===== src/rtl/mem_pkg.sv =====
`default_nettype none
// ============================================================================
//  Module   : mem_pkg
//  Purpose  : Shared types and widths for the unified-memory port arbiter.
//  Revision : 1.0 - initial release
// ============================================================================
package mem_pkg;

  localparam int WORD_AW = 30;
  localparam int WORD_DW = 32;

  typedef enum logic [1:0] {
    IDLE   = 2'd0,
    ACCESS = 2'd1,
    WAIT   = 2'd2,
    RESP   = 2'd3
  } arb_state_t;

  typedef enum logic {
    OWN_IF = 1'b0,
    OWN_D  = 1'b1
  } owner_t;

  // The requester that did not take the previous grant
  function automatic owner_t other_owner(input owner_t i_own);
    return (i_own == OWN_IF) ? OWN_D : OWN_IF;
  endfunction

endpackage
`default_nettype wire


===== src/rtl/mem_arb_pick.sv =====
`default_nettype none
// ============================================================================
//  Module   : mem_arb_pick
//  Purpose  : Combinational winner select between fetch and data requests,
//             either fixed data priority or round-robin on the last grant.
//  Revision : 1.0 - initial release
// ============================================================================
module mem_arb_pick
  import mem_pkg::*;
#(
  parameter int PRIO_DATA = 1
) (
  input  logic   i_if_req,
  input  logic   i_d_req,
  input  owner_t i_last_grant,
  output logic   o_any,
  output owner_t o_winner
);

  // Pick the winner; only a real conflict consults the last grant
  always_comb begin
    o_any    = i_if_req | i_d_req;
    o_winner = OWN_IF;
    if (PRIO_DATA != 0) begin
      if (i_d_req) begin
        o_winner = OWN_D;
      end
    end else if (i_if_req && i_d_req) begin
      o_winner = other_owner(i_last_grant);
    end else if (i_d_req) begin
      o_winner = OWN_D;
    end
  end

endmodule
`default_nettype wire


===== src/rtl/mem_port_arbiter.sv =====
`default_nettype none
// ============================================================================
//  Module   : mem_port_arbiter
//  Purpose  : Shares one single-ported word memory between instruction fetch
//             and data load/store. One transaction at a time:
//             IDLE (grant) -> ACCESS -> WAIT (RD_LAT-1) -> RESP -> IDLE.
//  Revision : 1.0 - initial release
// ============================================================================
module mem_port_arbiter
  import mem_pkg::*;
#(
  parameter int RD_LAT    = 1,  // 1..4
  parameter int PRIO_DATA = 1
) (
  input  logic               clk,
  input  logic               rst,
  // instruction fetch port
  input  logic               i_if_req,
  input  logic [WORD_AW-1:0] i_if_addr,
  output logic               o_if_gnt,
  output logic               o_if_rvalid,
  output logic [WORD_DW-1:0] o_if_rdata,
  // data load/store port
  input  logic               i_d_req,
  input  logic               i_d_we,
  input  logic [WORD_AW-1:0] i_d_addr,
  input  logic [WORD_DW-1:0] i_d_wdata,
  output logic               o_d_gnt,
  output logic               o_d_rvalid,
  output logic [WORD_DW-1:0] o_d_rdata,
  // memory side
  output logic [WORD_AW-1:0] o_mem_addr,
  output logic [WORD_DW-1:0] o_mem_wdata,
  output logic               o_mem_wren,
  input  logic [WORD_DW-1:0] i_mem_rdata,
  output logic               o_busy
);

  // Number of WAIT cycles between ACCESS and RESP
  localparam logic [1:0] c_wait_cycles = 2'(RD_LAT - 1);

  arb_state_t         r_state;
  owner_t             r_owner;      // owner of the current/last grant (= last_grant)
  logic               r_we;
  logic [1:0]         r_cnt;
  logic [WORD_AW-1:0] r_mem_addr;
  logic [WORD_DW-1:0] r_mem_wdata;
  logic               r_mem_wren;
  logic               r_if_rvalid;
  logic               r_d_rvalid;
  logic               r_busy;
  logic [WORD_DW-1:0] r_if_rdata;
  logic [WORD_DW-1:0] r_d_rdata;

  logic               w_any;
  owner_t             w_winner;
  logic               w_grant;
  logic [WORD_DW-1:0] w_d_resp_data;

  mem_arb_pick #(
    .PRIO_DATA (PRIO_DATA)
  ) u_pick (
    .i_if_req     (i_if_req),
    .i_d_req      (i_d_req),
    .i_last_grant (r_owner),
    .o_any        (w_any),
    .o_winner     (w_winner)
  );

  // Grants are only issued from IDLE and are suppressed while reset is held
  assign w_grant  = (r_state == IDLE) && w_any && !rst;
  assign o_if_gnt = w_grant && (w_winner == OWN_IF);
  assign o_d_gnt  = w_grant && (w_winner == OWN_D);

  // A store returns the value it wrote rather than whatever the memory drives
  assign w_d_resp_data = r_we ? r_mem_wdata : i_mem_rdata;

  // Memory data is valid only in the response cycle, so it is forwarded then
  // and held in the rdata registers afterwards
  assign o_if_rdata  = r_if_rvalid ? i_mem_rdata   : r_if_rdata;
  assign o_d_rdata   = r_d_rvalid  ? w_d_resp_data : r_d_rdata;
  assign o_if_rvalid = r_if_rvalid;
  assign o_d_rvalid  = r_d_rvalid;
  assign o_mem_addr  = r_mem_addr;
  assign o_mem_wdata = r_mem_wdata;
  assign o_mem_wren  = r_mem_wren;
  assign o_busy      = r_busy;

  // Transaction FSM with latency counter, request latch and response registers
  always_ff @(posedge clk or posedge rst) begin
    if (rst) begin
      r_state     <= IDLE;
      r_owner     <= OWN_D;       // so fetch wins the first round-robin conflict
      r_we        <= 1'b0;
      r_cnt       <= 2'd0;
      r_mem_addr  <= '0;
      r_mem_wdata <= '0;
      r_mem_wren  <= 1'b0;
      r_if_rvalid <= 1'b0;
      r_d_rvalid  <= 1'b0;
      r_busy      <= 1'b0;
      r_if_rdata  <= '0;
      r_d_rdata   <= '0;
    end else begin
      r_mem_wren  <= 1'b0;
      r_if_rvalid <= 1'b0;
      r_d_rvalid  <= 1'b0;
      case (r_state)
        IDLE: begin
          if (w_grant) begin
            r_owner <= w_winner;
            r_busy  <= 1'b1;
            r_state <= ACCESS;
            if (w_winner == OWN_D) begin
              r_mem_addr  <= i_d_addr;
              r_mem_wdata <= i_d_wdata;
              r_we        <= i_d_we;
              r_mem_wren  <= i_d_we;  // high for the ACCESS cycle only
            end else begin
              r_mem_addr  <= i_if_addr;
              r_we        <= 1'b0;    // fetch never writes
            end
          end
        end
        ACCESS: begin
          r_cnt <= c_wait_cycles;
          if (c_wait_cycles == 2'd0) begin
            r_state     <= RESP;
            r_if_rvalid <= (r_owner == OWN_IF);
            r_d_rvalid  <= (r_owner == OWN_D);
          end else begin
            r_state <= WAIT;
          end
        end
        WAIT: begin
          r_cnt <= r_cnt - 2'd1;
          if (r_cnt == 2'd1) begin
            r_state     <= RESP;
            r_if_rvalid <= (r_owner == OWN_IF);
            r_d_rvalid  <= (r_owner == OWN_D);
          end
        end
        RESP: begin
          if (r_owner == OWN_D) begin
            r_d_rdata <= w_d_resp_data;
          end else begin
            r_if_rdata <= i_mem_rdata;
          end
          r_busy  <= 1'b0;
          r_state <= IDLE;
        end
        default: begin
          r_state <= IDLE;
        end
      endcase
    end
  end

endmodule
`default_nettype wire


===== config.mk =====
export PLATFORM = sky130hd
export DESIGN_NAME = mem_port_arbiter
export DESIGN_NICKNAME = d
export VERILOG_FILES = /design/src/rtl/mem_pkg.sv /design/src/rtl/mem_arb_pick.sv /design/src/rtl/mem_port_arbiter.sv
export SDC_FILE = /design/constraint.sdc
export NUM_CORES = 1
export LEC_CHECK = 0
export ABC_CLOCK_PERIOD_IN_PS = 5900
export BUFFER_PORTS_ARGS = -buffer_cell sky130_fd_sc_hd__clkbuf_2
export CORE_MARGIN = 4
export CORE_UTILIZATION = 54
export CTS_BUF_LIST = sky130_fd_sc_hd__clkbuf_2
export DETAILED_ROUTE_END_ITERATION = 6
export PLACE_DENSITY = 0.88
export SYNTH_ARGS = -nofsm -noshare
export SYNTH_HDL_FRONTEND = slang
export SYNTH_HIERARCHICAL = 1
export SYNTH_SLANG_ARGS = --single-unit

===== constraint.sdc =====
create_clock -name clk -period 5.9 [get_ports clk]
set_clock_uncertainty 0.05 [all_clocks]
set_input_delay 0 -clock clk [delete_from_list [all_inputs] [get_ports clk]]
set_output_delay 0 -clock clk [all_outputs]
set_load 0.02 [all_outputs]

==> reports/results.txt, run 1 <==
Status - stopped before the end
Cell Rows - 40
Tool error - [ERROR RSZ-0060] Max buffer count reached.
Syn. warnings - 6
Combinational family with the most area after synthesis - multiplexers
Synth Net Count - 697
Die Ht - 119 um
Hold_buf cts - 194
Main synth FF type - dfrtp_1
Fail Step - clock tree synthesis (4_1_cts)
# H-tree levels - 4
Clock sink count - 136
DP HPWL - 11700 um
Sequential fraction of the synthesis area - 0.516
I/O pins - 261
Clk buf depth - 2
Compound-Gate Fraction of Synth Area - 0.0764
Synth Instances - 562
Post-synth EDFFs - 0
CTS Buf Count - 17
Async S/R FF share, synth - 1.00
#FFs+latches synth - 136
Starting Density - 0.552
Avg Inst Size Synth - 11.7 um^2
Multiplexer share of the synthesized area - 0.279
Netlist Area Pre-Place - 0.00660 mm^2
RD Place Congestion - 0.787
Cts repair resizes - 0
Post-Synth XOR/XNOR Area - 0
Setup Fix Bufs, Post-CTS - 0
Root Buffer Master - clkbuf_2
I/O Buffers - 260
Die Width - 119 um
Inst Count DP - 932
Netlist cell types - 31
Adder-cell share of the synthesized area - 0.0114
Synth Area in Simple Gates - 0.0709
[kinds of logic after synthesis]
| logic type | Yosys count |
|---|---|
| adder cells (fa/ha/maj) | 6 |
| multiplexers | 161 |
| buffers and inverters | 48 |
| AND/OR/NAND/NOR | 111 |
| flip-flops | 136 |
| AO/OA/AOI/OAI | 100 |
[Yosys cell counts (2+ instances only)]
master | instances | area (um^2)
nand3_1 | 2 | 10.0
dfrtp_1 | 135 | 3380
buf_12 | 3 | 60.1
mux2i_1 | 64 | 641
nor2_1 | 66 | 248
clkbuf_1 | 7 | 26.3
buf_6 | 4 | 45.0
buf_2 | 18 | 90.1
a21oi_1 | 66 | 330
ha_1 | 6 | 75.1
mux2_2 | 64 | 721
mux2_4 | 29 | 435
inv_1 | 7 | 26.3
buf_4 | 5 | 37.5
mux2_1 | 4 | 45.0
nor2b_1 | 2 | 12.5
buf_1 | 2 | 7.51
o21ai_0 | 33 | 165
nand2_1 | 33 | 124
[stage by stage]
step	setup slack [ns]	hold WS, ns	cell area [um^2]	utilization
detailed placement	3.76	0.111	7850	0.656
global placement	3.82	0.108	7850	0.656
floorplan	2.21	0.0730	6600	-
==> run 2, diff against run 1 <==
Settings changed: CORE_UTILIZATION 54 to 40, CTS_BUF_LIST sky130_fd_sc_hd__clkbuf_2 to not set, PLACE_DENSITY 0.88 to not set, PLACE_DENSITY_LB_ADDON set to 0.15.
==> reports/results.txt, run 2 <==
Status - completed
Via density - 4.85
Sequential fraction of the synthesis area - 0.516
Most frequent cells in the layout - 260 x clkbuf_2, 132 x dfrtp_1, 126 x dlygate4sd3_1, 66 x nor2_1, 66 x a21oi_1
Worst-Margin Slew - 1.15 ns
Vias in the first global route - 6024
Netlist Area Pre-Place - 0.00660 mm^2
Antenna Nets Post-Route - 0
Rel. slew slack - 0.234
Largest net degree at the start of global routing - 77
CP required - 5.85 ns
CP max FO - 37
Cell Rows - 46
Total track usage - 0.205
CTS tree - yes
Cts repair resizes - 0
Core Box Area - 0.0160 mm^2
Clk buf depth - 2
Slew Limit Fails - 0
Post-synth EDFFs - 0
Sw Share - 0.398
Reg2reg path depth - 6
Via count - 5605
I/O Buffers - 260
CP arrival - 2.72 ns
Number of max-cap violations - 0
Max VDD drop - 318 uV
Final Instance Area - 0.00983 mm^2
Reg-to-Reg Start - r_state[0]
Clk network pwr share - 0.218
Die Width - 136 um
CP endpoint - o_if_gnt
WL final - 18900 um
Post-synth top area cell - dfrtp_1
Async S/R FF share, synth - 1.00
Layout filler cell count - 1301
Flop pwr share - 0.329
Startpoint types - register
Starting Density - 0.412
DR iter-0 viols - 189
CTS Buf Count - 17
Final-report setup violation count - 0
Share of cells above drive strength 1 - 0.418
Unrepaired setup endpoints after global routing - no
Worst Setup SP - r_state[0]
Gate power share - 0.453
Tmin final - 2.77 ns
Pre-antenna DRT Iters - 4
Main synth FF type - dfrtp_1
Flop2flop setup slack - 3.58 ns
Dpl cell area - 0.00793 mm^2
Inst Count DP - 1000
Synth top area share - 0.512
Post-synth top cells - 135 x dfrtp_1, 66 x a21oi_1, 66 x nor2_1
F_max - 361 MHz
Synth Net Count - 697
#FFs+latches synth - 136
Synth-to-layout area growth - 49.1%
DR WL/cell - 16.3 um
Hold Path Class - in2reg
I/O pins - 261
Synth Instances - 562
Setup ws final - 3.13 ns
Most numerous cell in the Yosys netlist - dfrtp_1
LEAKAGE - 4.78 nW
Internal cell power - 3.20 mW
Final Instance Count excl. Fillers - 1156
Avg Inst Size Synth - 11.7 um^2
Remaining DRCs - 0
Root Buffer Master - clkbuf_16
Clk slew on worst S/H paths - 0.05 ns
Synth top area cells - dfrtp_1 51%, mux2_2 11%, mux2i_1 9.7%
Netlist cell types - 31
Final Cycle Share - 0.470
Global-route wire length before repair - 29900 um
Final hold violation count - 0
DP HPWL - 11800 um
Clock sink count - 136
Die area - 0.0186 mm^2
# H-tree levels - 4
DP Worst Slack - 3.36 ns
Initial antenna violation count - 0
Crit Path Class - reg2out
Die Ht - 136 um
RD Place Congestion - 0.764
CP Capture Type - output port
R2r endpoint - o_mem_addr[28]
Final nets - 1064
GR Overflow Total - 0
Worst skew pair latency - 0.41 ns
Worst hold path startpoint - i_if_req
Syn. warnings - 6
Ant. Diodes - 0
Psw - 2.12 mW
Final setup TNS - 0 ns
Commonest non-fill, non-tap cell in the layout - clkbuf_2
Power density over the cells - 541 mW/mm^2
## run 2: cell counts after synthesis
Identical to the previous run, type by type.
## run 2: cell families (layout without fill, tap and decap cells)
logic type | Yosys count | in the layout | share of synthesized area
adder cells (fa/ha/maj) | 6 | 6 | 0.0114
multiplexers | 161 | 161 | 0.279
AND/OR/NAND/NOR | 111 | 111 | 0.0709
AO/OA/AOI/OAI | 100 | 100 | 0.0764
flip-flops | 136 | 136 | 0.516
buffers and inverters | 48 | 426 | 0.0461
## run 2: area by class of cell
class                           count  area (um^2)  share of cell area
Clock inverter                      8          169              0.0172
Tap cell                          216          270              0.0275
Sequential cell                   136         3410               0.347
Clock buffer                       22          474              0.0482
Inverter                            8         37.5             0.00382
Multi-Input combinational cell    378         2900               0.295
Timing Repair Buffer              388         2580               0.262
## run 2: critical path, stage by stage (launching register included)
cell and delay [ns]:
dfrtp_1 0.41, inv_1 0.12, ha_1 0.27, nand3b_1 0.61, buf_4 0.49, nor2_1 0.17
clkbuf_2 0.23
## run 2: power groups by stage
stage / combinational [mW] / clock [mW] / sequential [mW]
floorplan: 1.49 / 0 / 1.85
global placement: 2.31 / 0 / 1.74
detailed placement: 2.35 / 0 / 1.76
CTS: 2.43 / 1.19 / 1.75
global route: 2.61 / 1.23 / 1.81
finish: 2.41 / 1.16 / 1.75
## run 2: metal layers
layer,up-vias,routed length (um),part of all wire,GRT usage
li1,2676,-,-,-
met1,2677,7890,0.42,0.245
met2,212,9390,0.50,0.346
met3,40,1150,0.061,0.0625
met4,0,468,0.025,0.0806
met5,-,0,0,0
## run 2: worst min path at each step
stage               cells after the start  slack [ns]              to
floorplan                               2        0.07      o_mem_wren
global placement                        2        0.11  o_mem_addr[23]
detailed placement                      2        0.12  o_mem_addr[26]
CTS                                     5        0.09          o_busy
global route                            5        0.15         r_owner
finish                                  5        0.11          o_busy
## run 2: stage by stage
| step | total power, mW | util | hold WS (ns) |
|---|---|---|---|
| final | 5.32 | 0.615 | 0.109 |
| after global routing | 5.66 | 0.615 | 0.150 |
| after CTS | 5.37 | 0.615 | 0.0896 |
| after detailed placement | 4.11 | 0.496 | 0.116 |
| after global placement | 4.05 | 0.496 | 0.113 |
| after floorplan | 3.34 | - | 0.0730 |
## run 2: timing repair
| item | in CTS | in global routing |
|---|---|---|
| buffers inserted | 0 | 0 |
| hold endpoints to repair | 189 | 0 |
| hold buffers | 126 | 0 |
Note: power is estimated with default switching activity, not from simulation.
